===== src/rtl/ibex_register_file_storage_pkg.sv =====
// ibex_pkg: cause-bit indices and cause vector type shared by the regfile storage.
package ibex_pkg;
    localparam int REGFILE_ERR_RDA = 0;
    localparam int REGFILE_ERR_RDB = 1;
    localparam int REGFILE_ERR_WRV = 2;
    typedef logic [2:0] regfile_err_t;
endpackage


===== src/rtl/ibex_register_file_storage_rdmux.sv =====
// ibex_register_file_rdmux: one-hot AND-OR read mux cross-checked against a binary mux.
module ibex_register_file_rdmux #(
    parameter int DataWidth = 32,
    parameter int AddrWidth = 5,
    parameter int NumWords  = 2 ** AddrWidth,
    parameter bit MuxCheck  = 1'b0
) (
    input  logic [NumWords-1:0][DataWidth-1:0] words,
    input  logic [AddrWidth-1:0]               raddr,
    input  logic [NumWords-1:0]                raddr_onehot,
    output logic [DataWidth-1:0]               rdata,
    output logic                               mismatch
);
    logic [DataWidth-1:0] rdata_onehot;
    logic [DataWidth-1:0] rdata_bin;
    always_comb begin
        rdata_onehot = '0;
        for (int i = 0; i < NumWords; i++) rdata_onehot |= words[i] & {DataWidth{raddr_onehot[i]}};
    end
    assign rdata_bin = words[raddr];
    assign rdata     = MuxCheck ? rdata_onehot : rdata_bin;
    assign mismatch  = MuxCheck && (rdata_onehot != rdata_bin);
endmodule


===== src/rtl/ibex_register_file_storage.sv =====
// ibex_register_file_storage: flop register array with read-mux cross-check,
// next-cycle write readback verify and a sticky acknowledged error latch.
module ibex_register_file_storage
    import ibex_pkg::*;
#(
    parameter int DataWidth     = 32,
    parameter int AddrWidth     = 5,
    parameter int NumWords      = 2 ** AddrWidth,
    parameter bit RdataMuxCheck = 1'b0,
    parameter bit WriteVerify   = 1'b1
) (
    input  logic                 clk_i,
    input  logic                 rst_ni,
    input  logic [AddrWidth-1:0] raddr_a_i,
    input  logic [NumWords-1:0]  raddr_onehot_a_i,
    output logic [DataWidth-1:0] rdata_a_o,
    input  logic [AddrWidth-1:0] raddr_b_i,
    input  logic [NumWords-1:0]  raddr_onehot_b_i,
    output logic [DataWidth-1:0] rdata_b_o,
    input  logic [AddrWidth-1:0] waddr_a_i,
    input  logic [DataWidth-1:0] wdata_a_i,
    input  logic [NumWords-1:0]  we_onehot_a_i,
    input  logic                 err_ack_i,
    output logic                 err_o,
    output logic [2:0]           err_cause_o
);
    logic [NumWords-1:0][DataWidth-1:0] mem_q;
    logic                               vld_q;
    logic [AddrWidth-1:0]               waddr_q;
    logic [DataWidth-1:0]               wdata_q;
    logic                               mis_a, mis_b, wr_verify;
    regfile_err_t                       ev, cause_q;

    // Word 0 is only ever loaded by reset, so it stays hardwired to zero.
    always_ff @(posedge clk_i or negedge rst_ni) begin
        if (!rst_ni) begin
            mem_q <= '0;
        end else begin
            for (int i = 0; i < NumWords; i++) if (i != 0 && we_onehot_a_i[i]) mem_q[i] <= wdata_a_i;
        end
    end

    always_ff @(posedge clk_i or negedge rst_ni) begin
        if (!rst_ni) begin
            vld_q   <= 1'b0;
            waddr_q <= '0;
            wdata_q <= '0;
        end else begin
            vld_q   <= WriteVerify && (|we_onehot_a_i[NumWords-1:1]);
            waddr_q <= waddr_a_i;
            wdata_q <= wdata_a_i;
        end
    end

    assign wr_verify = vld_q && (mem_q[waddr_q] != ((waddr_q == '0) ? '0 : wdata_q));

    ibex_register_file_rdmux #(
        .DataWidth(DataWidth), .AddrWidth(AddrWidth), .NumWords(NumWords), .MuxCheck(RdataMuxCheck)
    ) u_rdmux_a (
        .words(mem_q), .raddr(raddr_a_i), .raddr_onehot(raddr_onehot_a_i), .rdata(rdata_a_o), .mismatch(mis_a)
    );

    ibex_register_file_rdmux #(
        .DataWidth(DataWidth), .AddrWidth(AddrWidth), .NumWords(NumWords), .MuxCheck(RdataMuxCheck)
    ) u_rdmux_b (
        .words(mem_q), .raddr(raddr_b_i), .raddr_onehot(raddr_onehot_b_i), .rdata(rdata_b_o), .mismatch(mis_b)
    );

    always_comb begin
        ev                  = '0;
        ev[REGFILE_ERR_RDA] = mis_a;
        ev[REGFILE_ERR_RDB] = mis_b;
        ev[REGFILE_ERR_WRV] = wr_verify;
    end

    // A fresh event outranks a simultaneous acknowledge.
    always_ff @(posedge clk_i or negedge rst_ni) begin
        if (!rst_ni) cause_q <= '0;
        else cause_q <= ev | (err_ack_i ? '0 : cause_q);
    end

    assign err_o       = |cause_q;
    assign err_cause_o = cause_q;
endmodule


===== config.mk =====
export PLATFORM = sky130hd
export DESIGN_NAME = ibex_register_file_storage
export DESIGN_NICKNAME = d
export VERILOG_FILES = /design/src/rtl/ibex_register_file_storage_pkg.sv /design/src/rtl/ibex_register_file_storage_rdmux.sv /design/src/rtl/ibex_register_file_storage.sv
export SDC_FILE = /design/constraint.sdc
export NUM_CORES = 2
export LEC_CHECK = 0
export ABC_CLOCK_PERIOD_IN_PS = 3200
export CAP_MARGIN = 20
export CELL_PAD_IN_SITES_DETAIL_PLACEMENT = 0
export CELL_PAD_IN_SITES_GLOBAL_PLACEMENT = 1
export CORE_MARGIN = 5
export CORE_UTILIZATION = 50
export CTS_BUF_LIST = sky130_fd_sc_hd__clkbuf_4 sky130_fd_sc_hd__clkbuf_8
export DETAILED_ROUTE_END_ITERATION = 16
export GPL_TIMING_DRIVEN = 0
export MAX_ROUTING_LAYER = met4
export PLACE_DENSITY_LB_ADDON = 0.1
export SLEW_MARGIN = 20
export SYNTH_ARGS = -nofsm -noshare
export SYNTH_HDL_FRONTEND = slang
export SYNTH_SLANG_ARGS = --single-unit
export TNS_END_PERCENT = 20

===== constraint.sdc =====
create_clock -name clk_i -period 3.2 [get_ports clk_i]
set_input_delay 0.32 -clock clk_i [delete_from_list [all_inputs] [get_ports clk_i]]
set_output_delay 0.32 -clock clk_i [all_outputs]
set_load 0.1 [all_outputs]

Word level (Yosys, flattened, before mapping)

Index checks and enable logic that the tools add are counted.

Reduce and logical (&&, ||, !) cells: 4
Equality and inequality tests: 1
Mux-type cells: 8
$lt $le $gt $ge: 3
Bitwise logic cells: 1

Operators with widths:

| kind                                                | number |
|---|---|
| binary-select mux 32 bit (select 5 bit)             | 3 |
| two-way mux 32 bit                                  | 4 |
| inequality test 32 bit                              | 1 |
| OR reduction 31 bit                                 | 1 |
| < comparator 5 x 6 -> 1 bit (second input constant) | 3 |
| logical NOT 5 bit                                   | 1 |
| two-way mux 3 bit                                   | 1 |
| OR 3 bit                                            | 1 |
| OR reduction 3 bit                                  | 1 |
| logical AND 1 bit                                   | 1 |

Logic and storage cells: 52
Bits in registers: 1033
Input port bits: 146
Output and inout bits: 68

Longest topological paths before layout

Depth in word-level cells: 5
Gate-level depth with buffers: 15

Modules after synthesis

Synthesis repeated with hierarchy kept, for this count alone.

Cells, all modules: 5506
Area total of the unflattened synthesis: 64952.3 µm²

By module, submodules not included:

| module                     | seq. area each (µm²) | cells an instance | times used | area each (µm²) |
|---|---|---|---|---|
| ibex_register_file_storage | 25849.8              | 3186              | 1          | 47155.2 |
| ibex_register_file_rdmux   | 0.0                  | 1160              | 2          | 8898.5 |

Worst setup path after synthesis

OpenSTA, ideal clock, no wires.

Kind: input to output
Start point: input port raddr_a_i[0]
End point: output port rdata_a_o[25]
Path buffers: 3
Data required time: 2880 ps
Cell stages on the path: 6
Path slack: -30 ps
Arrival time: 2910 ps
Cell sequence: clkbuf_1 -> clkbuf_1 -> clkbuf_1 -> mux4_2 -> mux4_2 -> mux2_2

Word-level cells in the longest chain between the ends: 2

RTL lines:

| item                                     | RTL line                               | text |
|---|---|---|
| start: declaration                       | ibex_register_file_storage.sv:14       | `input logic [AddrWidth-1:0] raddr_a_i,` |
| binary-select mux 32 bit (select 5 bit)  | ibex_register_file_storage_rdmux.sv:20 | `assign rdata_bin = words[raddr];` |
| two-way mux 32 bit (implied by the code) | ibex_register_file_storage_rdmux.sv:20 |  |
| end: declaration                         | ibex_register_file_storage.sv:16       | `output logic [DataWidth-1:0] rdata_a_o,` |

No other way between the ends. The select of a mux whose other input is x is not followed.

Worst setup path after layout

Start point: register waddr_q[3]
End point: register cause_q[2] (netlist: err_cause_o[2])

Word-level cells in the longest chain between the ends: 5

RTL lines:

| item                                                                                | RTL line                         | text |
|---|---|---|
| start: declaration                                                                  | ibex_register_file_storage.sv:29 | `logic [AddrWidth-1:0] waddr_q;` |
| start signal: assignment                                                            | ibex_register_file_storage.sv:50 | `waddr_q <= waddr_a_i;` |
| binary-select mux 32 bit (select 5 bit) / logical NOT 5 bit (equally long branches) | ibex_register_file_storage.sv:55 | `assign wr_verify = vld_q && (mem_q[waddr_q] != ((waddr_q == '0) ? '0 : wdata_q));` |
| two-way mux 32 bit (implied by the code)                                            | ibex_register_file_storage.sv:55 |  |
| inequality test 32 bit (*)                                                          | ibex_register_file_storage.sv:55 |  |
| logical AND 1 bit (*)                                                               | ibex_register_file_storage.sv:55 |  |
| OR 3 bit (*)                                                                        | ibex_register_file_storage.sv:79 | `else cause_q <= ev \| (err_ack_i ? '0 : cause_q);` |
| end signal: assignment                                                              | ibex_register_file_storage.sv:79 |  |
| end: declaration                                                                    | ibex_register_file_storage.sv:32 | `regfile_err_t ev, cause_q;` |

Mark *: on every way between the ends. The rest lies on a longest branch, timed or not. The select of a mux whose other input is x is not followed.
A chain may end at the register's enable or synchronous reset.

==> metrics.md <==
| Metric | Value |
|---|---|
| Mapped Cells | between 4,000 and 5,000 |
| Max Slew Vio Count | 0 |
| Starting Density | 0.5046 |
| Nets | 4,615 |
| Synth Area in XOR/XNOR | 0.004614 |
| Layout Utilization | 0.5991 |
| Area contributors post-synth | dfrtp_1, mux4_2, mux2_2, clkbuf_1, mux2i_1 |
| Final Setup Violations | 62 |
| Synth Flop Type | dfrtp_1 |
| Switching Share | 0.3388 |
| Largest net degree at the start of global routing | around 140 |
| Slew Limit Headroom | 0.09187 |
| WL per Instance | approximately 48 µm |
| Total routed wirelength | around 300 mm |
| Asr flop ratio synth | 1.000 |
| Vias per cell | approximately 7.6 |
| Post-layout minimum cycle time | about 3.8 ns |
| Mux contribution to synthesized area | 0.4997 |
| Synth unique cells | 73 |
| R2r setup slk | -0.57 ns |
| Reg-to-Reg End | err_cause_o[2]$_DFF_PN0_ |
| Tcrit/Tclk final | 1.177 |
| Final Hold Fails | 0 |
| Die X | around 360 µm |
| CP Class | register to register |
| Max-cap violations | 0 |
| GRT Total Usage | 0.4726 |
| Fin Setup TNS | -5.391 ns |
| Number of fill cells | ~9,700 |
| Synth warnings | 32 |
| H-tree levels | 4 |
| Die H | around 360 µm |
| Switch Pwr | about 0.014 W |
| Io pins | 214 |
| Later-pin clock latency in the skew report | around 0.96 ns |
| Area delta synth->final | 18.73% |
| Initial antenna violation count | 16 |
| Clock transition at path regs | 0.07 ns |
| CTS root buffer | clkbuf_8 |
| # DRC | 0 |
| Critical Path Sink Type | register |
| Post-synth EDFFs | 0 |
| Hpwl dp | around 210 mm |
| Internal power | between 0.02 and 0.03 W |
| Worst r2r path cells | 11 |
| Remaining antenna violation count | 0 |
| Failing checks | setup timing |
| RSZ-0062 raised after global routing | true |
| Post-Synth Simple-Gate Area | 0.009808 |
| Comb pwr share | 0.290 |
| Synthesized area | roughly 0.063 mm² |
| PortBufs | between 100 and 150 |
| CORE AREA | 0.1241 mm² |
| Share of layout cells above drive strength 1 | 0.5951 |
| GPL Wtd Cong | between 1 and 1.5 |
| Worst-Margin Slew | around 1.4 ns |
| Worst reg2reg startpoint | waddr_q[3]$_DFF_PN0_ |
| DRT Pass-1 Iters | 7 |
| CTS tree | built |
| Sequential cell fraction of total power | 0.372 |
| First-pass GRT wire length | 405.8 mm |
| Clock network power share | 0.338 |
| CP required | 4.02 ns |
| Adder-cell share of the synthesized area | 0 |
| WP data arrival | between 4 and 5 ns |
| Vias in the first global route | 46,110 |
| Status | complete, but fails checks |
| Register area share after synthesis | 0.4119 |
| Row cnt | approximately 130 |
| Pleak | 29.42 nW |
| Avg Cell Area, Syn | 15.54 µm² |
| VDD IR max | 0.5248 mV |
| Die area | ~0.13 mm² |
| Number of DRC markers in iteration 0 | between 7,000 and 8,000 |
| Type of origin of the critical path | register |
| Yosys reg bits | ~1,000 |
| Design Area, Final | between 0.07 and 0.08 mm² |
| Pwr dens | 564.6 mW/mm² |
| HP Class | input pin to asynchronous set/reset pin |
| Complex-gate fraction of the synthesized area | 0.03809 |
| Synth top area share | 0.4119 |
| Largest family of logic cells by synthesized area | multiplexers |
| Clock buffer count from CTS | about 190 |
| F_max | between 0.2 and 0.3 GHz |
| Post-synth top area cell | dfrtp_1 |
| Clock Sink Count | ~1,000 |
| GR Overflow Total | 0 |
| Max FO, Critical Path | 10 |
| Max clock buf depth | 3 |
| Worst clock skew | 0.03068 ns |
| Dpl cell area | between 0.06 and 0.07 mm² |
| Via count | approximately 48,000 |
| Setup ws final | -0.5669 ns |
area by class of cell:
| cell class | instances | area, µm² | area share |
|---|---|---|---|
| multi-input cells | 2505 | 35170 | 0.4729 |
| flip-flops and latches | 1031 | 25800 | 0.3470 |
| clock buffers | 300 | 3797 | 0.05106 |
| plain buffers | 486 | 3702 | 0.04978 |
| repair buffers | 251 | 3413 | 0.04590 |
| well taps | 1637 | 2048 | 0.02754 |
| clock inverters | 34 | 344.1 | 0.004627 |
| diodes | 25 | 62.56 | 0.0008412 |
| inverters | 6 | 31.28 | 0.0004206 |
flip-flops by register name, indices dropped and copies added (netlist names):
signal and cells:
err_cause_o 1, mem_q 992, vld_q 1, waddr_q 5
wdata_q 32
cells by family (layout without fill, tap and decap cells):
group                  count (synthesis)  in the layout
multiplexers                        2033           2033
flip-flops                          1031           1031
buffers and inverters                495           1077
AO/OA/AOI/OAI                        308            308
AND/OR/NAND/NOR                      129            129
XOR/XNOR                              33             33
other                                  1             27
what timing repair did:
item	CTS	global route
setup buffers	47	40
hold endpoints to repair	211	0
gates cloned	0	1
pin swaps	10	14
hold buffers	28	0
endpoints found under the setup margin	65	206
resized for setup	855	278
power groups by stage:
stage	combinational, W	clock (W)	sequential (W)
finish	0.0122	0.0142	0.0156
CTS	0.0114	0.0141	0.0155
detailed placement	0.0108	0	0.0158
global route	0.0123	0.0147	0.0158
floorplan	0.00705	0	0.0153
global placement	0.0105	0	0.0157
critical path: stages (launching register included):
cell,delay (ns)
dfrtp_1,0.34
buf_2,0.35
clkinv_4,0.32
clkbuf_2,0.38
clkbuf_4,0.44
a211o_1,0.31
a21oi_1,0.22
a31oi_1,0.12
xnor2_2,0.39
o2111ai_1,0.26
nor3_2,0.31
o2bb2ai_4,0.15
how the worst max path moves through the flow:
stage / from / endpoint / slack, ns
global placement: rst_ni / mem_q[1017]$_DFFE_PN0P_ / -46.78
finish: waddr_q[3]$_DFF_PN0_ / err_cause_o[2]$_DFF_PN0_ / -0.57
floorplan: raddr_b_i[0] / rdata_b_o[12] / 0.07
CTS: waddr_q[0]$_DFF_PN0_ / err_cause_o[2]$_DFF_PN0_ / -0.44
detailed placement: raddr_b_i[1] / rdata_b_o[0] / -2.75
global route: waddr_q[0]$_DFF_PN0_ / err_cause_o[2]$_DFF_PN0_ / -0.43
placed cells by master, fill, tap and decap left out, types with 55 or more instances in the layout:
| master | synthesis | routed |
|---|---|---|
| a22o_1 | 69 | 69 |
| buf_12 | 5 | 86 |
| buf_4 | 20 | 109 |
| clkbuf_1 | 353 | 218 |
| clkbuf_2 | 0 | 62 |
| clkbuf_4 | 2 | 84 |
| clkbuf_8 | 4 | 287 |
| dfrtp_1 | 1031 | 1029 |
| mux2_2 | 1170 | 1116 |
| mux2_4 | 1 | 55 |
| mux2i_1 | 112 | 111 |
| mux4_2 | 725 | 726 |
metrics by stage:
| step | hold WS (ns) | cells | total power [W] | setup WS, ns |
|---|---|---|---|---|
| CTS | 0.01196 | 6209 | 0.04104 | -0.4375 |
| floorplan | 0.02441 | 4031 | 0.02239 | 0.07109 |
| finish | 0.002080 | 6275 | 0.04199 | -0.5669 |
| global placement | 0.5188 | 5773 | 0.02627 | -46.78 |
| detailed placement | 0.3634 | 5803 | 0.02652 | -2.749 |
| global route | 0.04109 | 6262 | 0.04274 | -0.4276 |
routing by layer:
layer / vias up / wire length, µm / share of wire / global-route usage
met3: 1078 / 46300 / 0.15 / 0.2169
met2: 4211 / 124500 / 0.41 / 0.6251
met5: - / 0 / 0 / -
li1: 17140 / - / - / -
met1: 25540 / 109700 / 0.36 / 0.5890
met4: 0 / 23410 / 0.077 / 0.2901
Yosys cell counts, drive strengths merged (13+ instances only):
library cell     n
o22ai           17
clkbuf         359
a21oi           30
mux4           750
nand2           39
a22oi           33
o21ai           31
mux2i          112
a221oi          36
buf            130
nor2            31
nand3           13
mux2          1171
o221ai          27
xnor2           21
dfrtp         1031
a22o            69
Note: power is estimated with default switching activity, not from simulation.
